File: src/rtl/power_isa_pkg.sv
// Shared Power ISA decode definitions: field widths, opcode/XO constants,
// register-use encodings and the decoded DQ-form entry layout.
package power_isa_pkg;

    localparam int opcodeWidth      = 6;
    localparam int regWidth         = 6;
    localparam int immWidth         = 64;
    localparam int instructionWidth = 32;
    localparam int tagWidth         = 8;

    localparam logic [opcodeWidth-1:0] OPC_LQ   = 6'd56;
    localparam logic [opcodeWidth-1:0] OPC_DQ61 = 6'd61;

    localparam logic [2:0] XO_LXV  = 3'd1;
    localparam logic [2:0] XO_STXV = 3'd5;

    typedef enum logic [1:0] {
        regImm       = 2'd0,
        regRead      = 2'd1,
        regWrite     = 2'd2,
        regReadWrite = 2'd3
    } reg_use_t;

    typedef enum logic [1:0] {
        DQ_LQ   = 2'd0,
        DQ_LXV  = 2'd1,
        DQ_STXV = 2'd2
    } dq_op_t;

    typedef struct packed {
        dq_op_t                op;
        logic [regWidth-1:0]   reg1;
        logic                  reg1_file;
        reg_use_t              reg1_use;
        logic [regWidth-1:0]   reg2;
        reg_use_t              reg2_use;
        logic [immWidth-1:0]   imm;
        logic                  illegal;
        logic [tagWidth-1:0]   tag;
    } dq_entry_t;

endpackage

File: src/rtl/dq_format_decoder_pipe_if.sv
// Fetch-side and issue-side handshake bundle of the DQ-form decoder.
// slave is the decoder's view, master is the driver/consumer view.
interface dq_format_decoder_pipe_if;

    logic                                          valid_i;
    logic [power_isa_pkg::instructionWidth-1:0]    instruction_i;
    logic [power_isa_pkg::tagWidth-1:0]            tag_i;
    logic                                          ready_o;
    logic                                          stall_o;

    logic                                          valid_o;
    logic                                          ready_i;
    logic [1:0]                                    op_o;
    logic [power_isa_pkg::regWidth-1:0]            reg1_o;
    logic [power_isa_pkg::regWidth-1:0]            reg2_o;
    logic                                          reg1File_o;
    logic [1:0]                                    reg1Use_o;
    logic [1:0]                                    reg2Use_o;
    logic [power_isa_pkg::immWidth-1:0]            imm_o;
    logic                                          illegal_o;
    logic [power_isa_pkg::tagWidth-1:0]            tag_o;
    logic [31:0]                                   decodeCount_o;

    modport slave (
        input  valid_i, instruction_i, tag_i, ready_i,
        output ready_o, stall_o, valid_o, op_o, reg1_o, reg2_o, reg1File_o,
               reg1Use_o, reg2Use_o, imm_o, illegal_o, tag_o, decodeCount_o
    );

    modport master (
        output valid_i, instruction_i, tag_i, ready_i,
        input  ready_o, stall_o, valid_o, op_o, reg1_o, reg2_o, reg1File_o,
               reg1Use_o, reg2Use_o, imm_o, illegal_o, tag_o, decodeCount_o
    );

endinterface

File: src/rtl/decode_fifo.sv
// Generic decoded-entry FIFO with flush, shared by the format decoders.
// The head is a registered read of the array, bypassed when a push lands in an empty queue.
module decode_fifo #(
    parameter int WIDTH = 8,
    parameter int DEPTH = 4
) (
    input  logic             clock_i,
    input  logic             reset_i,
    input  logic             flush_i,
    input  logic             push_i,
    input  logic [WIDTH-1:0] data_i,
    output logic             full_o,
    input  logic             pop_i,
    output logic             valid_o,
    output logic [WIDTH-1:0] data_o
);

    localparam int AW = (DEPTH > 1) ? $clog2(DEPTH) : 1;
    localparam logic [AW:0]   FULL_COUNT = (AW+1)'(DEPTH);
    localparam logic [AW:0]   CNT_ONE    = 1;
    localparam logic [AW-1:0] PTR_ONE    = 1;

    logic [WIDTH-1:0] mem_q [DEPTH];
    logic [AW-1:0]    wr_ptr_q, wr_ptr_d;
    logic [AW-1:0]    rd_ptr_q, rd_ptr_d;
    logic [AW:0]      count_q, count_d;
    logic [WIDTH-1:0] head_q, head_d;
    logic             do_push, do_pop;

    assign full_o  = (count_q == FULL_COUNT);
    assign valid_o = (count_q != '0);
    assign data_o  = head_q;

    // Flush outranks both push and pop.
    assign do_push = push_i & ~full_o & ~flush_i;
    assign do_pop  = pop_i & valid_o & ~flush_i;

    always_comb begin
        wr_ptr_d = wr_ptr_q;
        rd_ptr_d = rd_ptr_q;
        count_d  = count_q;
        head_d   = head_q;
        if (flush_i) begin
            wr_ptr_d = '0;
            rd_ptr_d = '0;
            count_d  = '0;
        end else begin
            if (do_push) wr_ptr_d = wr_ptr_q + PTR_ONE;
            if (do_pop)  rd_ptr_d = rd_ptr_q + PTR_ONE;
            if (do_push && !do_pop)      count_d = count_q + CNT_ONE;
            else if (!do_push && do_pop) count_d = count_q - CNT_ONE;
            // The incoming word becomes head only when nothing else remains ahead of it.
            if (do_push && ((count_q == '0) || ((count_q == CNT_ONE) && do_pop)))
                head_d = data_i;
            else if (count_d != '0)
                head_d = mem_q[rd_ptr_d];
        end
    end

    always_ff @(posedge clock_i) begin
        if (do_push) mem_q[wr_ptr_q] <= data_i;
    end

    always_ff @(posedge clock_i) begin
        if (reset_i) begin
            wr_ptr_q <= '0;
            rd_ptr_q <= '0;
            count_q  <= '0;
            head_q   <= '0;
        end else begin
            wr_ptr_q <= wr_ptr_d;
            rd_ptr_q <= rd_ptr_d;
            count_q  <= count_d;
            head_q   <= head_d;
        end
    end

endmodule

File: src/rtl/dq_format_decoder_pipe.sv
// DQ-form decoder (lq, lxv, stxv): combinational field decode into a
// buffered micro-op FIFO, plus a saturating count of decoded entries.
module dq_format_decoder_pipe
    import power_isa_pkg::*;
#(
    parameter int fifoDepth = 4
) (
    input  logic                     clock_i,
    input  logic                     reset_i,
    input  logic                     flush_i,
    dq_format_decoder_pipe_if.slave  bus
);

    logic [instructionWidth-1:0] instr;
    logic [opcodeWidth-1:0]      opcode;
    logic [4:0]                  rt, ra;
    logic [11:0]                 dq;
    logic [2:0]                  xo;
    logic                        tx;

    // ISA bit i lives at instr[31-i].
    assign instr  = bus.instruction_i;
    assign opcode = instr[31:26];
    assign rt     = instr[25:21];
    assign ra     = instr[20:16];
    assign dq     = instr[15:4];
    assign tx     = instr[3];
    assign xo     = instr[2:0];

    dq_entry_t entry;
    logic      is_dq;

    always_comb begin
        entry          = '0;
        is_dq          = 1'b0;
        entry.reg2     = {1'b0, ra};
        entry.reg2_use = (ra == 5'd0) ? regImm : regRead;
        entry.imm      = {{(immWidth-16){dq[11]}}, dq, 4'b0000};
        entry.tag      = bus.tag_i;
        case (opcode)
            OPC_LQ: begin
                is_dq           = 1'b1;
                entry.op        = DQ_LQ;
                entry.reg1      = {1'b0, rt};
                entry.reg1_file = 1'b0;
                entry.reg1_use  = regWrite;
                // lq targets an even/odd GPR pair that must not overlap the base.
                entry.illegal   = rt[0] | (rt == ra) | (instr[3:0] != 4'd0);
            end
            OPC_DQ61: begin
                entry.reg1      = {tx, rt};
                entry.reg1_file = 1'b1;
                if (xo == XO_LXV) begin
                    is_dq          = 1'b1;
                    entry.op       = DQ_LXV;
                    entry.reg1_use = regWrite;
                end else if (xo == XO_STXV) begin
                    is_dq          = 1'b1;
                    entry.op       = DQ_STXV;
                    entry.reg1_use = regRead;
                end
            end
            default: is_dq = 1'b0;
        endcase
    end

    logic      fifo_full, head_valid, push;
    dq_entry_t head;

    assign push = bus.valid_i & ~fifo_full & is_dq & ~flush_i;

    decode_fifo #(
        .WIDTH ($bits(dq_entry_t)),
        .DEPTH (fifoDepth)
    ) u_fifo (
        .clock_i (clock_i),
        .reset_i (reset_i),
        .flush_i (flush_i),
        .push_i  (push),
        .data_i  (entry),
        .full_o  (fifo_full),
        .pop_i   (bus.ready_i),
        .valid_o (head_valid),
        .data_o  (head)
    );

    logic [31:0] decode_count_q, decode_count_d;

    always_comb begin
        decode_count_d = decode_count_q;
        if (push && (decode_count_q != 32'hFFFF_FFFF))
            decode_count_d = decode_count_q + 32'd1;
    end

    always_ff @(posedge clock_i) begin
        if (reset_i) decode_count_q <= '0;
        else         decode_count_q <= decode_count_d;
    end

    assign bus.ready_o       = ~fifo_full;
    assign bus.stall_o       = fifo_full;
    assign bus.valid_o       = head_valid;
    assign bus.op_o          = head.op;
    assign bus.reg1_o        = head.reg1;
    assign bus.reg1File_o    = head.reg1_file;
    assign bus.reg1Use_o     = head.reg1_use;
    assign bus.reg2_o        = head.reg2;
    assign bus.reg2Use_o     = head.reg2_use;
    assign bus.imm_o         = head.imm;
    assign bus.illegal_o     = head.illegal;
    assign bus.tag_o         = head.tag;
    assign bus.decodeCount_o = decode_count_q;

endmodule
File: src/flat_wrapper.sv
// flat-port wrapper written by rule: the top's interface ports become plain ports
module dq_format_decoder_pipe_flat import power_isa_pkg::*;
#(
    parameter int fifoDepth = 4
)
  (clock_i, reset_i, flush_i, bus_valid_i, bus_instruction_i, bus_tag_i, bus_ready_i, bus_ready_o, bus_stall_o, bus_valid_o, bus_op_o, bus_reg1_o, bus_reg2_o, bus_reg1File_o, bus_reg1Use_o, bus_reg2Use_o, bus_imm_o, bus_illegal_o, bus_tag_o, bus_decodeCount_o);
  dq_format_decoder_pipe_if bus_i ();
  input  logic clock_i;
  input  logic reset_i;
  input  logic flush_i;
  input wire logic [$bits(bus_i.valid_i)-1:0] bus_valid_i;
  input wire logic [$bits(bus_i.instruction_i)-1:0] bus_instruction_i;
  input wire logic [$bits(bus_i.tag_i)-1:0] bus_tag_i;
  input wire logic [$bits(bus_i.ready_i)-1:0] bus_ready_i;
  output wire logic [$bits(bus_i.ready_o)-1:0] bus_ready_o;
  output wire logic [$bits(bus_i.stall_o)-1:0] bus_stall_o;
  output wire logic [$bits(bus_i.valid_o)-1:0] bus_valid_o;
  output wire logic [$bits(bus_i.op_o)-1:0] bus_op_o;
  output wire logic [$bits(bus_i.reg1_o)-1:0] bus_reg1_o;
  output wire logic [$bits(bus_i.reg2_o)-1:0] bus_reg2_o;
  output wire logic [$bits(bus_i.reg1File_o)-1:0] bus_reg1File_o;
  output wire logic [$bits(bus_i.reg1Use_o)-1:0] bus_reg1Use_o;
  output wire logic [$bits(bus_i.reg2Use_o)-1:0] bus_reg2Use_o;
  output wire logic [$bits(bus_i.imm_o)-1:0] bus_imm_o;
  output wire logic [$bits(bus_i.illegal_o)-1:0] bus_illegal_o;
  output wire logic [$bits(bus_i.tag_o)-1:0] bus_tag_o;
  output wire logic [$bits(bus_i.decodeCount_o)-1:0] bus_decodeCount_o;
  assign bus_i.valid_i = bus_valid_i;
  assign bus_i.instruction_i = bus_instruction_i;
  assign bus_i.tag_i = bus_tag_i;
  assign bus_i.ready_i = bus_ready_i;
  assign bus_ready_o = bus_i.ready_o;
  assign bus_stall_o = bus_i.stall_o;
  assign bus_valid_o = bus_i.valid_o;
  assign bus_op_o = bus_i.op_o;
  assign bus_reg1_o = bus_i.reg1_o;
  assign bus_reg2_o = bus_i.reg2_o;
  assign bus_reg1File_o = bus_i.reg1File_o;
  assign bus_reg1Use_o = bus_i.reg1Use_o;
  assign bus_reg2Use_o = bus_i.reg2Use_o;
  assign bus_imm_o = bus_i.imm_o;
  assign bus_illegal_o = bus_i.illegal_o;
  assign bus_tag_o = bus_i.tag_o;
  assign bus_decodeCount_o = bus_i.decodeCount_o;
  dq_format_decoder_pipe #(.fifoDepth(fifoDepth)) u_core (.clock_i(clock_i), .reset_i(reset_i), .flush_i(flush_i), .bus(bus_i));
endmodule
File: config.mk
export PLATFORM = sky130hd
export DESIGN_NAME = dq_format_decoder_pipe_flat
export DESIGN_NICKNAME = d
export VERILOG_FILES = /design/src/rtl/power_isa_pkg.sv /design/src/rtl/dq_format_decoder_pipe_if.sv /design/src/rtl/decode_fifo.sv /design/src/rtl/dq_format_decoder_pipe.sv /design/src/flat_wrapper.sv
export SDC_FILE = /design/constraint.sdc
export NUM_CORES = 1
export LEC_CHECK = 0
export ABC_AREA = 1
export CORE_MARGIN = 5
export CORE_UTILIZATION = 58
export DETAILED_ROUTE_END_ITERATION = 10
export HOLD_SLACK_MARGIN = 0.05
export PLACE_DENSITY = 0.92
export SYNTH_ARGS = -nofsm -noshare
export SYNTH_HDL_FRONTEND = slang
export SYNTH_SLANG_ARGS = --single-unit
File: constraint.sdc
create_clock -name clock_i -period 8.2 [get_ports clock_i]
set_clock_uncertainty 0.05 [all_clocks]
set_input_delay 2.05 -clock clock_i [delete_from_list [all_inputs] [get_ports clock_i]]
set_output_delay 2.05 -clock clock_i [all_outputs]
set_load 0.1 [all_outputs]
==> qor.yml, run 1 <==
outcome:
  status: "finished clean"
power:
  p_sw_frac: 0.220
  p_leak_uw: 0.00485
  internal_power_uw: 1880
  power_frac_seq: 0.500
  clkPwrFrac: 0.441
  power_uw: 2410
  p_switching_uw: 529
  powerDensity_nw_per_um2: 186
  max-vdd-ir-drop_mv: 0.178
  comb_power_share: 0.059
timing:
  worst_pin_slew_ns: 1.17
  fin_crit_ns: 5.24
  slew_headroom: 0.218
  hold_ws_ns: 0.432
  period_share: 0.639
  finalHoldViolCount: 0
  rsz0062_at_grt: "false"
  final_max_slew_viol_count: 0
  max_freq_ghz: 0.191
  finalSetupTns_ns: 0
  fin_ws_ns: 2.96
  setup-violations-final: 0
clock_tree:
  postCtsSetupRepairBufs: 0
  clockRootBuffer: "clkbuf_16"
  cts_resized: 0
  clkLatencyLatePin_ns: 0.51
  max-clock-path-buffers: 3
  cts_hold_buf: 0
  clkTransAtPathRegs_ns: 0.06
  clock-sinks: 224
  cts_made_buffers: 24
  h-tree-depth: 1
  tritoncts: "yes"
min_path:
  hold_path.class: "register to register"
floorplanning:
  rows: 49
  die_area_um2: 21400
  start_util: 0.593
  num_io_pins: 172
  dieWidth_um: 146
  core_area_um2: 18100
  die_h_um: 146
global_route:
  grt_pass1_wl_mm: 43.8
  grt_use_total: 0.248
  grt_pass1_vias: 8581
  grt_max_degree: 74
  antenna_found_initial: 0
  overflow: 0
yosys:
  synth_area_um2: 10800
  synthSimpleGateAreaFrac: 0.282
  syn_area_per_cell_um2: 9.00
  syn_inst: 1197
  synthMuxAreaShare: 0
  ys_types: 38
  ys_warn_count: 0
  synth_top_family_by_area: "simple AND/OR/NAND/NOR gates"
  synth-adder-area-share: 0.0105
  synth_xor_area_frac: 0.0213
  synth_compound_area_frac: 0.0390
  yosysSeqAreaShare: 0.554
  ys_ff_latch: 224
layout:
  regArea_um2: 5970
  area_delta_synth_final_pct: 19.9
  fillers: 1263
  multiInputGateArea_um2: 3850
  design_area_um2: 12900
  drive_above_1_share: 0.0627
  nets: 1344
  diodes: 0
route:
  highest_layer: "met4"
  vias: 8856
  met3_wirelength_mm: 2.81
  post-route-drc-count: 0
  wl_per_cell_um: 17.8
  wl_met2_mm: 13.4
  dr.first_iter.drc_count: 847
  via_per_inst: 5.76
  dr.pass1.iters: 6
  wl_mm: 27.4
  wl_met1_mm: 10.3
  ant_nets: 0
setup_path:
  end_kind: "register"
  critPathMaxFanout: 73
  cp.arrival_ns: 5.64
  cp_data_required_time_ns: 8.60
  path_class: "input port to register"
  worst_setup_path_start_kind: "input port"
placement:
  hpwl_mm: 17.2
  pre_cts_slack_ns: 2.49
  place_congestion: 0.906
  place_area_um2: 12100
  io_buffers: 165
job:
  drv_cap: 0
[cell usage after synthesis]
cell type  count  area [µm²]
nand2_1      293        1100
nand3_1      194         971
edfxtp_1     148        4440
nor2_1        99         372
dfxtp_1       76        1520
inv_1         65         244
a21oi_1       60         300
buf_4         58         435
nand3b_1      28         210
clkbuf_1      26        97.6
buf_2         23         115
xor2_1        16         140
nor3_1        15        75.1
o21ai_0       13        65.1
nand4_1       12        75.1
ha_1           9         113
inv_2          8        30.0
nor4_1         8        50.1
buf_6          7        78.8
nand2_2        7        43.8
xnor2_1        7        61.3
nor2_2         4        25.0
nand2_4        3        33.8
o21a_1         2        15.0
o21ai_1        2        10.0
o21bai_1       2        15.0
a211oi_1       1        7.51
and2_1         1        6.26
and3_1         1        6.26
buf_1          1        3.75
conb_1         1        3.75
nand3_2        1        10.0
nand3_4        1        17.5
nor2_8         1        20.0
nor3_2         1        10.0
o211ai_1       1        7.51
or2_0          1        6.26
xor2_4         1        27.5
[registers in the layout (all words and copies together) (netlist names)]
name,cells
u_core.bus.decodeCount_o,32
u_core.u_fifo.count_q,3
u_core.u_fifo.data_o,37
u_core.u_fifo.mem_q,148
u_core.u_fifo.rd_ptr_q,2
u_core.u_fifo.wr_ptr_q,2
[power groups by stage]
stage	registers, µW	clock network (µW)	logic [µW]
after floorplan	1250	0	76.6
after global placement	1230	0	139
after detailed placement	1230	0	141
after CTS	1200	1070	142
after global routing	1200	1120	150
final	1200	1060	142
[cell families after synthesis]
group                      Yosys count
xor gates and xnor gates            24
DFF                                224
and+or+nand+nor                    670
other                                1
adders and majority gates            9
buffers and inverters              188
AOI/OAI and AO/OA                   81
[cell type report]
type | instances | share of cell area
sequential | 224 | 0.462
multi-input combinational | 790 | 0.299
timing repair buffer | 177 | 0.135
clock buffer | 36 | 0.0555
tap | 229 | 0.0222
inverter | 73 | 0.0212
clock inverter | 8 | 0.00552
[final timing paths]
| kind | start | depth (start not counted) | endpoint | slack, ns |
|---|---|---|---|---|
| worst max-delay path | flush_i | 15 | u_core.u_fifo.data_o[2]$_SDFFE_PP0P_ | 2.96 |
| worst min-delay path | u_core.u_fifo.data_o[72]$_SDFFE_PP0P_ | 2 | u_core.u_fifo.data_o[72]$_SDFFE_PP0P_ | 0.43 |
| worst max register to register | u_core.u_fifo.count_q[0]$_SDFF_PP0_ | 15 | u_core.u_fifo.data_o[2]$_SDFFE_PP0P_ | 4.72 |
| worst min register to register | u_core.u_fifo.data_o[72]$_SDFFE_PP0P_ | 2 | u_core.u_fifo.data_o[72]$_SDFFE_PP0P_ | 0.43 |
[worst max-delay path: stages]
cell and delay (ns):
clkdlybuf4s50_1 0.41, inv_2 0.05, buf_4 0.51, nand3_4 0.22
inv_2 0.15, nand2_4 0.44, nand2_2 0.70, buf_4 0.39
nand2_1 0.10, nand3_1 0.10, nand3_1 0.11, nand2_1 0.09
nand3b_1 0.11, nand2_1 0.08, nor2_1 0.10
[stage by stage]
| step | std cells | util |
|---|---|---|
| 3_5_place_dp | 1493 | 0.668 |
| 3_3_place_gp | 1493 | 0.668 |
| 4_1_cts | 1537 | 0.711 |
| 2_1_floorplan | 1202 | - |
| 5_1_grt | 1537 | 0.711 |
| 6_report | 1537 | 0.711 |
[per-layer routing]
layer	up-vias	global-route usage
met4	0	0.0978
met3	77	0.0487
met1	4109	0.314
met5	-	0
met2	528	0.423
li1	4142	-
[placed cells by master (no fill, tap or decap), drive strengths merged, types with 6 or more instances in the layout]
cell / Yosys / routed
buf: 89 / 12
a21oi: 60 / 60
ha: 9 / 9
xor2: 17 / 17
nand3b: 28 / 28
clkdlybuf4s50: 0 / 165
edfxtp: 148 / 148
conb: 1 / 6
xnor2: 7 / 7
nor4: 8 / 8
nand2: 303 / 303
nor3: 16 / 16
nor2: 104 / 104
dfxtp: 76 / 76
nand3: 196 / 196
nand4: 12 / 12
clkbuf: 26 / 36
inv: 73 / 76
o21ai: 15 / 15
Note: power is estimated with default switching activity, not from simulation.
==> run 2: changes to the inputs <==
CORE_UTILIZATION = 54   (was 58)
PLACE_DENSITY = 0.87   (was 0.92)
clock period = 5.1 ns   (was 8.2 ns; I/O delays follow)
==> run 2 against run 1 <==
  * Die area rose by 6.9%
  * First-iteration DRC count rose by 8.1%
  * Largest power group unchanged
  * Sequential power rose by 62%
  * Total power rose by 64%
  * Register-to-register slack got worse by 2.9 ns
  * Critical endpoint is now bus_ready_o
  * Worst setup slack got worse by 1.7 ns
  * Critical path depth fell by 11
  * Count of clock-buffer cells in the layout fell by 1
  * Global-route usage fell by 0.90 points
  * Final cell count rose by 2.5%
  * Flip-flop and latch count did not move
  * Combinational power rose by 61%
==> qor.yml, run 2 (synthesized netlist as in run 1, its figures left out) <==
min_path:
  hold_path.class: "register to register"
route:
  ant_nets: 0
  wl_per_cell_um: 17.6
  via_per_inst: 5.62
  post-route-drc-count: 0
  dr.pass1.iters: 7
  dr.first_iter.drc_count: 916
  wl_mm: 27.7
  vias: 8855
timing:
  rsz0062_at_grt: "false"
  slew_headroom: 0.312
  worst_pin_slew_ns: 1.03
  max_freq_ghz: 0.259
  finalSetupTns_ns: 0
  period_share: 0.756
  final_max_slew_viol_count: 0
  fin_crit_ns: 3.85
  finalHoldViolCount: 0
  setup-violations-final: 0
setup_path:
  worst_setup_path_start_kind: "register"
  cp_slowest_cell: "clkdlybuf4s50_1"
  regToRegEndpoint: "u_core.u_fifo.data_o[18]$_SDFFE_PP0P_"
  path_class: "register to output port"
  critPathMaxFanout: 4
  crit_cells: 4
  cp-endpoint: "bus_ready_o"
  r2r_cells: 14
  cp_data_required_time_ns: 3.77
  r2r-start: "u_core.u_fifo.count_q[0]$_SDFF_PP0_"
  cp_cell_sequence: "inv_1 -> ha_1 -> nand2_1 -> clkdlybuf4s50_1"
  crit_family: "buffers and inverters"
  path_buf_inv: 2
  cpPeakStageDelay_ns: 1.16
  crit_start: "u_core.u_fifo.count_q[0]$_SDFF_PP0_"
  end_kind: "output port"
  r2r_slack_ns: 1.83
  cp.arrival_ns: 2.53
outcome:
  status: "finished clean"
power:
  powerDensity_nw_per_um2: 304
  clkPwrFrac: 0.453
  p_leak_uw: 0.00487
  power_frac_seq: 0.489
  internal_power_uw: 3100
  comb_power_share: 0.058
  p_sw_frac: 0.217
  p_switching_uw: 856
  max-vdd-ir-drop_mv: 0.224
layout:
  drive_above_1_share: 0.0618
  design_area_um2: 13000
  diodes: 0
  final_cell_mix: "nand2_1, nand3_1, clkdlybuf4s50_1"
  final_common_cell: "nand2_1"
  nets: 1346
  top_register: "u_core.u_fifo.mem_q"
  largest_register_ffs: 148
  area_delta_synth_final_pct: 20.9
global_route:
  grt_pass1_vias: 8607
  grt_max_degree: 73
  overflow: 0
  grt_pass1_wl_mm: 43.7
  antenna_found_initial: 1
  grt_use_total: 0.239
placement:
  place_congestion: 0.912
  io_buffers: 165
  place_area_um2: 12200
  hpwl_mm: 17.1
floorplanning:
  die_area_um2: 22900
  num_io_pins: 172
  start_util: 0.551
  dieWidth_um: 151
  core_area_um2: 19500
  die_h_um: 151
  rows: 51
clock_tree:
  tritoncts: "yes"
  max-clock-path-buffers: 3
  cts_hold_buf: 0
  cts_made_buffers: 24
  clkTransAtPathRegs_ns: 0.06
  postCtsSetupRepairBufs: 0
  cts_resized: 0
  clock-sinks: 224
  clockRootBuffer: "clkbuf_16"
  clkLatencyLatePin_ns: 0.51
  h-tree-depth: 1
job:
  drv_cap: 0
==> run 2: cell count changes in the layout (fill, tap and decap cells not counted) <==
cell       change
clkinv_1       +3
bufinv_16      +2
inv_4          -2
buf_12         +1
buf_4          +1
clkbuf_8       -1
clkinv_2       -1
inv_6          -1
==> run 2: cell type report <==
class / instances / area, µm²
Clock buffer: 35 / 703
Clock inverter: 9 / 116
Fill cell: 1481 / 6510
Inverter: 73 / 274
Multi-Input combinational cell: 790 / 3850
Sequential cell: 224 / 5970
Tap cell: 265 / 332
Timing Repair Buffer: 179 / 1770
==> run 2: metrics by stage <==
stage               total power, µW   util  setup WS, ns  std cells  hold WS [ns]
CTS                            3960  0.666          1.25       1575         0.436
detailed placement             2200  0.625         0.746       1531         0.421
global route                   4050  0.666         0.940       1575         0.467
global placement               2200  0.625         0.960       1531         0.414
finish                         3950  0.666          1.25       1575         0.431
floorplan                      2130      -         0.851       1202         0.429
==> run 2: worst min-delay path by stage <==
| stage | from | endpoint | slack, ns | cells past startpoint |
|---|---|---|---|---|
| floorplan | u_core.u_fifo.wr_ptr_q[0]$_SDFFE_PP0P_ | u_core.u_fifo.wr_ptr_q[0]$_SDFFE_PP0P_ | 0.43 | 2 |
| global placement | u_core.u_fifo.data_o[73]$_SDFFE_PP0P_ | u_core.u_fifo.data_o[73]$_SDFFE_PP0P_ | 0.41 | 2 |
| detailed placement | u_core.u_fifo.data_o[73]$_SDFFE_PP0P_ | u_core.u_fifo.data_o[73]$_SDFFE_PP0P_ | 0.42 | 2 |
| CTS | u_core.u_fifo.data_o[73]$_SDFFE_PP0P_ | u_core.u_fifo.data_o[73]$_SDFFE_PP0P_ | 0.44 | 2 |
| global route | u_core.u_fifo.data_o[88]$_SDFFE_PP0P_ | u_core.u_fifo.data_o[88]$_SDFFE_PP0P_ | 0.47 | 2 |
| finish | u_core.u_fifo.data_o[20]$_SDFFE_PP0P_ | u_core.u_fifo.data_o[20]$_SDFFE_PP0P_ | 0.43 | 2 |
==> run 2: worst min-delay path, stage by stage (launching register included) <==
cell	delay, ns
dfxtp_1	0.32
a21oi_1	0.04
nor2_1	0.08
==> run 2: per-layer routing <==
layer,wire [µm],up-vias,track usage
li1,-,4144,-
met1,10600,4134,0.310
met2,13600,527,0.413
met3,2860,48,0.0404
met4,658,2,0.0716
met5,13,-,0
==> run 2: power groups by stage <==
stage	combinational (µW)	clock (µW)	sequential (µW)
floorplan	123	0	2010
global placement	223	0	1970
detailed placement	226	0	1970
CTS	228	1800	1940
global route	241	1880	1930
finish	229	1790	1940
==> run 3: changes to the inputs <==
clock period = 3.7 ns   (was 5.1 ns; I/O delays follow)
==> run 3 against run 2 <==
  * Via count decreased by 1.4%
  * Combinational power increased by 36%
  * Sequential power increased by 38%
  * Final cell count increased by 0.32%
  * Global-route usage decreased by 1.2 points
  * Flip-flop and latch count unchanged
  * Critical path depth decreased by 3
  * First-iteration DRC count decreased by 9.4%
  * Hold slack got worse by 0.0014 ns
  * Core utilization decreased by 0.66 points
  * Die area unchanged
  * Critical path type unchanged
==> qor.yml, run 3 (synthesized netlist as in run 1, its figures left out) <==
setup_path:
  r2r-start: "u_core.u_fifo.count_q[0]$_SDFF_PP0_"
  crit_family: "buffers and inverters"
  cp_data_required_time_ns: 2.72
  cp_slowest_cell: "clkdlybuf4s50_1"
  worst_setup_path_start_kind: "register"
  path_buf_inv: 1
  cp.arrival_ns: 2.00
  critPathMaxFanout: 2
  r2r_slack_ns: 1.06
  cpPeakStageDelay_ns: 1.15
  r2r_cells: 15
  end_kind: "output port"
  path_class: "register to output port"
  regToRegEndpoint: "u_core.u_fifo.data_o[86]$_SDFFE_PP0P_"
  cp_cell_sequence: "clkdlybuf4s50_1"
global_route:
  antenna_found_initial: 0
  grt_pass1_vias: 8245
  grt_max_degree: 73
  grt_use_total: 0.227
  grt_pass1_wl_mm: 41.9
  overflow: 0
layout:
  largest_register_ffs: 148
  final_cell_mix: "nand2_1, nand3_1, edfxtp_1"
  nets: 1353
  final_common_cell: "nand2_1"
  area_delta_synth_final_pct: 19.7
  post-route-util: 0.660
  top_register: "u_core.u_fifo.mem_q"
  diodes: 0
  drive_above_1_share: 0.150
  fillers: 1539
route:
  wl_per_cell_um: 16.9
  post-route-drc-count: 0
  dr.first_iter.drc_count: 830
  dr.pass1.iters: 5
  wl_mm: 26.6
  vias: 8727
  via_per_inst: 5.52
  ant_nets: 0
clock_tree:
  clkLatencyLatePin_ns: 0.50
  cts_resized: 0
  max-clock-path-buffers: 3
  clock-sinks: 224
  clockRootBuffer: "clkbuf_16"
  cts_made_buffers: 23
  tritoncts: "yes"
  cts_hold_buf: 0
  h-tree-depth: 1
  postCtsSetupRepairBufs: 0
  clkTransAtPathRegs_ns: 0.06
timing:
  worst_pin_slew_ns: 0.997
  fin_crit_ns: 2.98
  setup-violations-final: 0
  finalHoldViolCount: 0
  final_max_slew_viol_count: 0
  slew_headroom: 0.333
  period_share: 0.805
  max_freq_ghz: 0.336
  rsz0062_at_grt: "false"
floorplanning:
  rows: 51
  die_h_um: 151
  core_area_um2: 19500
  dieWidth_um: 151
  start_util: 0.551
  num_io_pins: 172
  die_area_um2: 22900
placement:
  hpwl_mm: 17.2
  io_buffers: 165
  place_congestion: 0.932
power:
  power_uw: 5380
  powerDensity_nw_per_um2: 418
  max-vdd-ir-drop_mv: 0.423
  p_leak_uw: 0.00513
min_path:
  holdPathStages: 2
  min_to: "u_core.u_fifo.data_o[72]$_SDFFE_PP0P_"
  hold_path.class: "register to register"
  hp-start: "u_core.u_fifo.data_o[72]$_SDFFE_PP0P_"
job:
  drv_cap: 0
outcome:
  status: "finished clean"
==> run 3: changes by cell type in the layout (fill, tap and decap cells not counted), sizes merged <==
cell           change
clkdlybuf4s50    -107
buf              +115
clkinv             +1
bufinv             +1
clkinvlp           +3
clkbuf             -8
==> run 3: metrics by stage <==
step / cell area (µm²) / setup WS [ns] / hold slack [ns] / setup TNS (ns) / std cells
2_1_floorplan: 10800 / -0.549 / 0.429 / -81.32 / 1202
3_3_place_gp: 12100 / 0.515 / 0.411 / 0 / 1539
3_5_place_dp: 12100 / 0.423 / 0.424 / 0 / 1539
4_1_cts: 12900 / 0.708 / 0.439 / 0 / 1580
5_1_grt: 12900 / 0.664 / 0.470 / 0 / 1580
6_report: 12900 / 0.723 / 0.429 / 0 / 1580
==> run 3: metal layers <==
metal,up-vias,GRT usage,part of all wire
met3,41,0.0347,0.093
met5,-,0,0
met4,0,0.0657,0.022
met1,4084,0.296,0.39
met2,434,0.394,0.49
li1,4168,-,-
==> run 3: cell type report <==
type	instances	area [µm²]	share of cell area
flip-flops and latches	224	5970	0.463
multi-input cells	790	3850	0.299
repair buffers	187	1660	0.129
clock buffers	27	612	0.0475
well taps	265	332	0.0257
inverters	73	274	0.0213
clock inverters	14	186	0.0145
==> run 3: worst max-delay path by stage <==
stage                                                startpoint                                    end  cells after the start
after floorplan             u_core.u_fifo.count_q[0]$_SDFF_PP0_    u_core.u_fifo.mem_q[0][0]$_DFFE_PP_                      7
after global placement                    bus_instruction_i[30]  u_core.u_fifo.data_o[86]$_SDFFE_PP0P_                     14
after detailed placement                  bus_instruction_i[29]  u_core.u_fifo.data_o[78]$_SDFFE_PP0P_                     15
after CTS                  u_core.u_fifo.data_o[0]$_SDFFE_PP0P_                           bus_tag_o[0]                      1
after global routing      u_core.u_fifo.data_o[15]$_SDFFE_PP0P_                           bus_imm_o[6]                      1
final                      u_core.u_fifo.data_o[0]$_SDFFE_PP0P_                           bus_tag_o[0]                      1
==> run 3: power breakdown <==
part / switching [µW] / internal (µW)
Clock: 936 / 1470
Sequential: 4.43 / 2660
Combinational: 227 / 83.5
==> run 3: worst min-delay path, stage by stage (launching register included) <==
cell and delay (ns):
dfxtp_1 0.32, a21oi_1 0.04, nor2_1 0.08
